<file path="src/rtl/systolic_pkg.sv">
// Shared definitions for the systolic accelerator result path: geometry,
// row/lane types and the serializer state encoding.
package systolic_pkg;

  localparam int DATA_W = 32;
  localparam int LANES  = 4;
  localparam int ROWS   = 4;
  localparam int ROW_W  = DATA_W * LANES;

  typedef logic [ROW_W-1:0]         row_t;
  typedef logic [$clog2(LANES)-1:0] lane_idx_t;
  typedef logic [$clog2(ROWS)-1:0]  row_idx_t;

  typedef enum logic {IDLE, SEND} state_t;

endpackage

</file>
<file path="src/rtl/result_row_fifo.sv">
// Row FIFO with first-word fall-through read data; a push and a pop in the
// same cycle are both honoured.
module result_row_fifo
  import systolic_pkg::*;
#(
  parameter int FIFO_DEPTH = 4
) (
  input  logic clk,
  input  logic rst_n,
  input  row_t wr_data,
  input  logic wr_en,
  output logic full,
  input  logic rd_en,
  output row_t rd_data,
  output logic empty
);

  localparam int AW = $clog2(FIFO_DEPTH);

  // Pointers carry one extra wrap bit to tell full from empty.
  logic [AW:0] wr_ptr;
  logic [AW:0] rd_ptr;
  row_t        mem [FIFO_DEPTH];
  logic        do_wr;
  logic        do_rd;

  assign do_wr = wr_en && !full;
  assign do_rd = rd_en && !empty;

  always_ff @(posedge clk or negedge rst_n) begin
    if (!rst_n) begin
      wr_ptr <= '0;
      rd_ptr <= '0;
    end else begin
      if (do_wr) wr_ptr <= wr_ptr + 1'b1;
      if (do_rd) rd_ptr <= rd_ptr + 1'b1;
    end
  end

  always_ff @(posedge clk) begin
    if (do_wr) mem[wr_ptr[AW-1:0]] <= wr_data;
  end

  assign full    = (wr_ptr[AW] != rd_ptr[AW]) && (wr_ptr[AW-1:0] == rd_ptr[AW-1:0]);
  assign empty   = (wr_ptr == rd_ptr);
  assign rd_data = mem[rd_ptr[AW-1:0]];

endmodule

</file>
<file path="src/rtl/mmu_result_tx.sv">
// Serializes buffered MMU result rows into 32-bit AXI4-Stream beats, marks
// the last beat of each result matrix and pulses an interrupt after it.
module mmu_result_tx
  import systolic_pkg::*;
#(
  parameter int FIFO_DEPTH = 4
) (
  input  logic              axi_clk,
  input  logic              axi_rst,
  input  row_t              i_row_data,
  input  logic              i_row_valid,
  output logic              i_row_ready,
  output logic [DATA_W-1:0] m_axis_data,
  output logic              m_axis_valid,
  input  logic              m_axis_ready,
  output logic              m_axis_last,
  output logic              o_intr,
  output logic              o_busy
);

  localparam lane_idx_t LAST_BEAT = lane_idx_t'(LANES - 1);
  localparam row_idx_t  LAST_ROW  = row_idx_t'(ROWS - 1);

  function automatic logic is_last(input row_idx_t r, input lane_idx_t b);
    return (r == LAST_ROW) && (b == LAST_BEAT);
  endfunction

  row_t      fifo_rd;
  logic      fifo_full;
  logic      fifo_empty;
  logic      pop;

  state_t    state,   state_nxt;
  row_t      shift,   shift_nxt;
  lane_idx_t beat,    beat_nxt;
  row_idx_t  row_cnt, row_cnt_nxt;
  logic      valid,   valid_nxt;
  logic      last,    last_nxt;
  logic      intr,    intr_nxt;
  logic      hs;

  result_row_fifo #(.FIFO_DEPTH(FIFO_DEPTH)) u_fifo (
    .clk     (axi_clk),
    .rst_n   (axi_rst),
    .wr_data (i_row_data),
    .wr_en   (i_row_valid),
    .full    (fifo_full),
    .rd_en   (pop),
    .rd_data (fifo_rd),
    .empty   (fifo_empty)
  );

  assign hs = valid && m_axis_ready;

  always_comb begin
    state_nxt   = state;
    shift_nxt   = shift;
    beat_nxt    = beat;
    row_cnt_nxt = row_cnt;
    valid_nxt   = valid;
    last_nxt    = last;
    intr_nxt    = 1'b0;
    pop         = 1'b0;
    case (state)
      IDLE: begin
        if (!fifo_empty) begin
          pop       = 1'b1;
          shift_nxt = fifo_rd;
          beat_nxt  = '0;
          valid_nxt = 1'b1;
          last_nxt  = is_last(row_cnt, '0);
          state_nxt = SEND;
        end
      end
      SEND: begin
        if (hs) begin
          intr_nxt = last;
          if (beat != LAST_BEAT) begin
            // Lane 0 sits in the low word, so shifting right exposes the next lane.
            beat_nxt  = beat + 1'b1;
            shift_nxt = shift >> DATA_W;
            last_nxt  = is_last(row_cnt, beat + 1'b1);
          end else begin
            row_cnt_nxt = (row_cnt == LAST_ROW) ? '0 : row_cnt + 1'b1;
            beat_nxt    = '0;
            if (!fifo_empty) begin
              pop       = 1'b1;
              shift_nxt = fifo_rd;
              last_nxt  = is_last(row_cnt_nxt, '0);
            end else begin
              shift_nxt = '0;
              valid_nxt = 1'b0;
              last_nxt  = 1'b0;
              state_nxt = IDLE;
            end
          end
        end
      end
      default: state_nxt = IDLE;
    endcase
  end

  always_ff @(posedge axi_clk or negedge axi_rst) begin
    if (!axi_rst) begin
      state   <= IDLE;
      shift   <= '0;
      beat    <= '0;
      row_cnt <= '0;
      valid   <= 1'b0;
      last    <= 1'b0;
      intr    <= 1'b0;
    end else begin
      state   <= state_nxt;
      shift   <= shift_nxt;
      beat    <= beat_nxt;
      row_cnt <= row_cnt_nxt;
      valid   <= valid_nxt;
      last    <= last_nxt;
      intr    <= intr_nxt;
    end
  end

  assign i_row_ready  = !fifo_full;
  assign m_axis_data  = shift[DATA_W-1:0];
  assign m_axis_valid = valid;
  assign m_axis_last  = last;
  assign o_intr       = intr;
  assign o_busy       = !fifo_empty || valid;

endmodule

</file>
<file path="config.mk">
export PLATFORM = sky130hd
export DESIGN_NAME = mmu_result_tx
export DESIGN_NICKNAME = d
export VERILOG_FILES = /design/src/rtl/systolic_pkg.sv /design/src/rtl/result_row_fifo.sv /design/src/rtl/mmu_result_tx.sv
export SDC_FILE = /design/constraint.sdc
export NUM_CORES = 1
export LEC_CHECK = 0
export ABC_AREA = 0
export CORE_ASPECT_RATIO = 1.75
export CORE_UTILIZATION = 53
export CTS_BUF_LIST = sky130_fd_sc_hd__clkbuf_16
export DETAILED_ROUTE_END_ITERATION = 12
export PLACE_DENSITY = 0.81
export SLEW_MARGIN = 20
export SYNTH_ARGS = -nofsm -noshare
export SYNTH_HDL_FRONTEND = slang
export SYNTH_HIERARCHICAL = 1
export SYNTH_SLANG_ARGS = --single-unit
</file>
<file path="constraint.sdc">
create_clock -name axi_clk -period 5.5 [get_ports axi_clk]
set_input_delay 0.825 -clock axi_clk [delete_from_list [all_inputs] [get_ports axi_clk]]
set_output_delay 0.825 -clock axi_clk [all_outputs]
set_load 0.02 [all_outputs]
</file>
==> results.yml <==
setup_path:
  critPathRequiredTime_ps: 4680
  startpoint_type: "flop"
  cp_top_family: "buffers and inverters"
  critPathBufInv: 2
  worstSetupPathDepth: 5
  crit_fanout: 32
  cp-startpoint: "u_fifo/rd_ptr[1]"
  max_stage_delay_ps: 760
  r2r_start: "u_fifo/rd_ptr[1]"
  endpoint_kind: "output port"
  setup.worst_path.end: "o_busy"
  worstRegToRegCells: 8
  r2r-end: "shift[102]"
  worstPathArrival_ps: 2720
  critical_path_class: "flop to output port"
  cp_cell_sequence: "xor2_1, nor3_1, buf_4, nand2b_1, clkdlybuf4s50_1"
  r2r_setup_slack_ps: 2180
  cpMaxStageDelayCell: "dfrtp_4"
clock_tree:
  numCtsBuffers: 53
  cts_hold_buffers: 0
  cts_num_sinks: 654
  cts_resized: 0
  htree_levels: 2
  cts_tree: "done"
  clkLatencyLatePin_ps: 590
  clk_pin_slew_ps: 70
  root_buffer: "clkbuf_16"
  postCtsSetupRepairBufs: 0
  clockBufferDepth: 3
die:
  die_h_um: 293
  die_w_um: 168
  core_area_um2: 47700
  std_cell_rows: 106
  dieArea_um2: 49300
  pin_count: 169
  start_util: 0.537
synthesis:
  synth_nets: 1587
  synth.area.mux_share: 0.113
  yosysTopAreaCell: "edfxtp_1"
  ys.flop_type: "edfxtp_1"
  ys_seq_elements: 654
  synthXorXnorAreaFrac: 0.00410
  syn-instance-count: 1446
  synth-compound-area-share: 0.0584
  ys.warnings.count: 6
  synthAdderAreaFrac: 0.00439
  avgSynthCellArea_um2: 17.7
  synth_top_area_frac: 0.600
  syn_area_um2: 25600
  synth_top_family_by_area: "multiplexers"
  synth_cell_types: 38
  async_reset_ff_frac: 0.217
  yosys.area_share.simple: 0.0475
  ys_seq_area_frac: 0.738
  synth_area_leaders: "edfxtp_1 (60%), dfrtp_1 (14%), mux4_2 (11%)"
  synth-edff-count: 512
detailed_routing:
  drt_iter0_markers: 1258
  vias: 13742
  routed_wl_um: 56600
  ant_nets: 0
  wl_met2_um: 30200
  drc: 0
  drt-vias-per-instance: 6.25
  m1WireLength_um: 19800
  dr.max_layer_used: "met5"
  wl_met3_um: 3230
  detail_route.wl_per_cell_um: 25.8
  first_pass_iters: 5
timing:
  tns_ps: 0
  rsz0062_at_grt: "false"
  whs_ps: 262
  post-route-period-util: 0.645
  setup_violations: 0
  clock_skew_ps: 20.7
  maxSlewViolCount: 0
  timing.fmax_ghz: 0.282
  tightest_slew_ps: 1050
  hold_viol_final: 0
  max-slew-margin-rel: 0.301
  min_period_ps: 3550
cells_and_area:
  multi_input_area_um2: 5890
  regArea_um2: 18900
  fill_cells: 3242
  syn2layout_area_growth_pct: 14.4
  fin_cells: 2197
  layout.nets: 1698
  drive_above_1_share: 0.166
grt:
  overflow: 0
  grt_first_pass_wirelength_um: 85000
  first_global_vias: 14025
  grtUsageTotal: 0.233
  grt_max_degree: 97
  antenna_found_initial: 5
place:
  placed_cells: 2096
  gp_congestion: 0.846
  io_buffers: 168
  hpwl_um: 35100
power_and_ir_drop:
  power_leakage_nw: 9.87
  ir_drop_v: 0.000285
  p_per_area_nw_per_um2: 384
min_path:
  hold_class: "input pin to asynchronous set/reset pin"
job:
  cap_violations: 0
status:
  status: "finished clean"
-- synth_stat cells (3+ instances only) --
library cell,n
xnor2_1,5
edfxtp_1,512
o21ai_0,99
buf_2,34
a31o_2,19
buf_4,37
nor2_1,3
inv_1,9
nand2b_1,3
clkbuf_1,51
a31o_1,12
mux4_2,128
and3_1,5
nand3_1,3
nor3_1,98
nor3b_1,31
a21oi_1,5
nand2_1,104
o31ai_1,5
buf_6,16
a31oi_1,96
dfrtp_1,142
ha_1,9
-- power breakdown --
group / total [W] / internal, W / switching [W]
Sequential: 0.00625 / 0.00609 / 0.000157
Clock: 0.00391 / 0.00225 / 0.00167
Combinational: 0.00110 / 0.000380 / 0.000715
Total: 0.0113 / 0.00872 / 0.00254
-- metal layers --
layer	track usage	vias up
li1	-	5935
met1	0.274	7078
met2	0.413	601
met3	0.0306	126
met4	0.132	2
met5	0	-
-- kinds of logic (layout without fill, tap and decap cells) --
logic type,Yosys count,count (layout)
xor+xnor,9,9
compound gates,244,244
mux,130,130
buf+inv,149,302
other cells,0,4
flops,654,654
fa+ha+maj,9,9
simple gates,251,251
-- cells in the final DEF, fill, tap and decap left out, types with 4 or more instances in the layout --
cell type,instances
nor3b_1,31
o21ai_0,98
clkdlybuf4s50_1,167
inv_1,24
xnor2_1,5
a21oi_1,5
o31ai_1,5
clkinv_1,9
edfxtp_1,512
a31o_1,12
dfrtp_1,140
bufinv_16,10
nor3_1,98
a31oi_1,96
ha_1,9
and3_4,4
mux4_2,128
buf_4,24
clkbuf_16,54
diode_2,4
a31o_2,19
clkinv_2,5
nand2_1,104
-- worst register-to-register path: cells and delay by family, from the launching register on --
family / cells / cell delay (ps)
xor+xnor: 1 / 360
simple gates: 3 / 330
flops: 1 / 760
buf+inv: 3 / 1490
compound gates: 1 / 260
-- final cells by class --
type / count / area share
diodes: 4 / 0.000341
well taps: 594 / 0.0253
multi-input cells: 643 / 0.201
flip-flops and latches: 654 / 0.645
repair buffers: 195 / 0.0655
clock inverters: 43 / 0.0155
inverters: 10 / 0.00128
clock buffers: 54 / 0.0460
-- sequential cells by signal, summed over array words and instances (netlist names), 2 cells and up --
name / count
beat: 2
u_fifo/wr_ptr: 3
u_fifo/mem: 512
u_fifo/rd_ptr: 3
shift: 128
row_cnt: 2
-- worst min-delay path by stage --
| stage | from | end | slack, ps |
|---|---|---|---|
| after floorplan | row_cnt[1] | row_cnt[1] | 480 |
| after global placement | row_cnt[1] | row_cnt[1] | 490 |
| after detailed placement | row_cnt[1] | row_cnt[1] | 520 |
| after CTS | axi_rst | o_intr | 310 |
| after global routing | axi_rst | u_fifo/wr_ptr[2] | 340 |
| final | axi_rst | o_intr | 260 |
-- metrics by stage --
stage          utilization  setup slack [ps]  total power, W  area (µm²)
2_1_floorplan            -               221         0.00694       25600
3_5_place_dp         0.577              2050         0.00745       27500
4_1_cts              0.614              1900          0.0113       29300
6_report             0.615              1950          0.0113       29300
3_3_place_gp         0.577              2080         0.00738       27500
5_1_grt              0.615              1800          0.0116       29300
(Power assumes the default switching activity.)
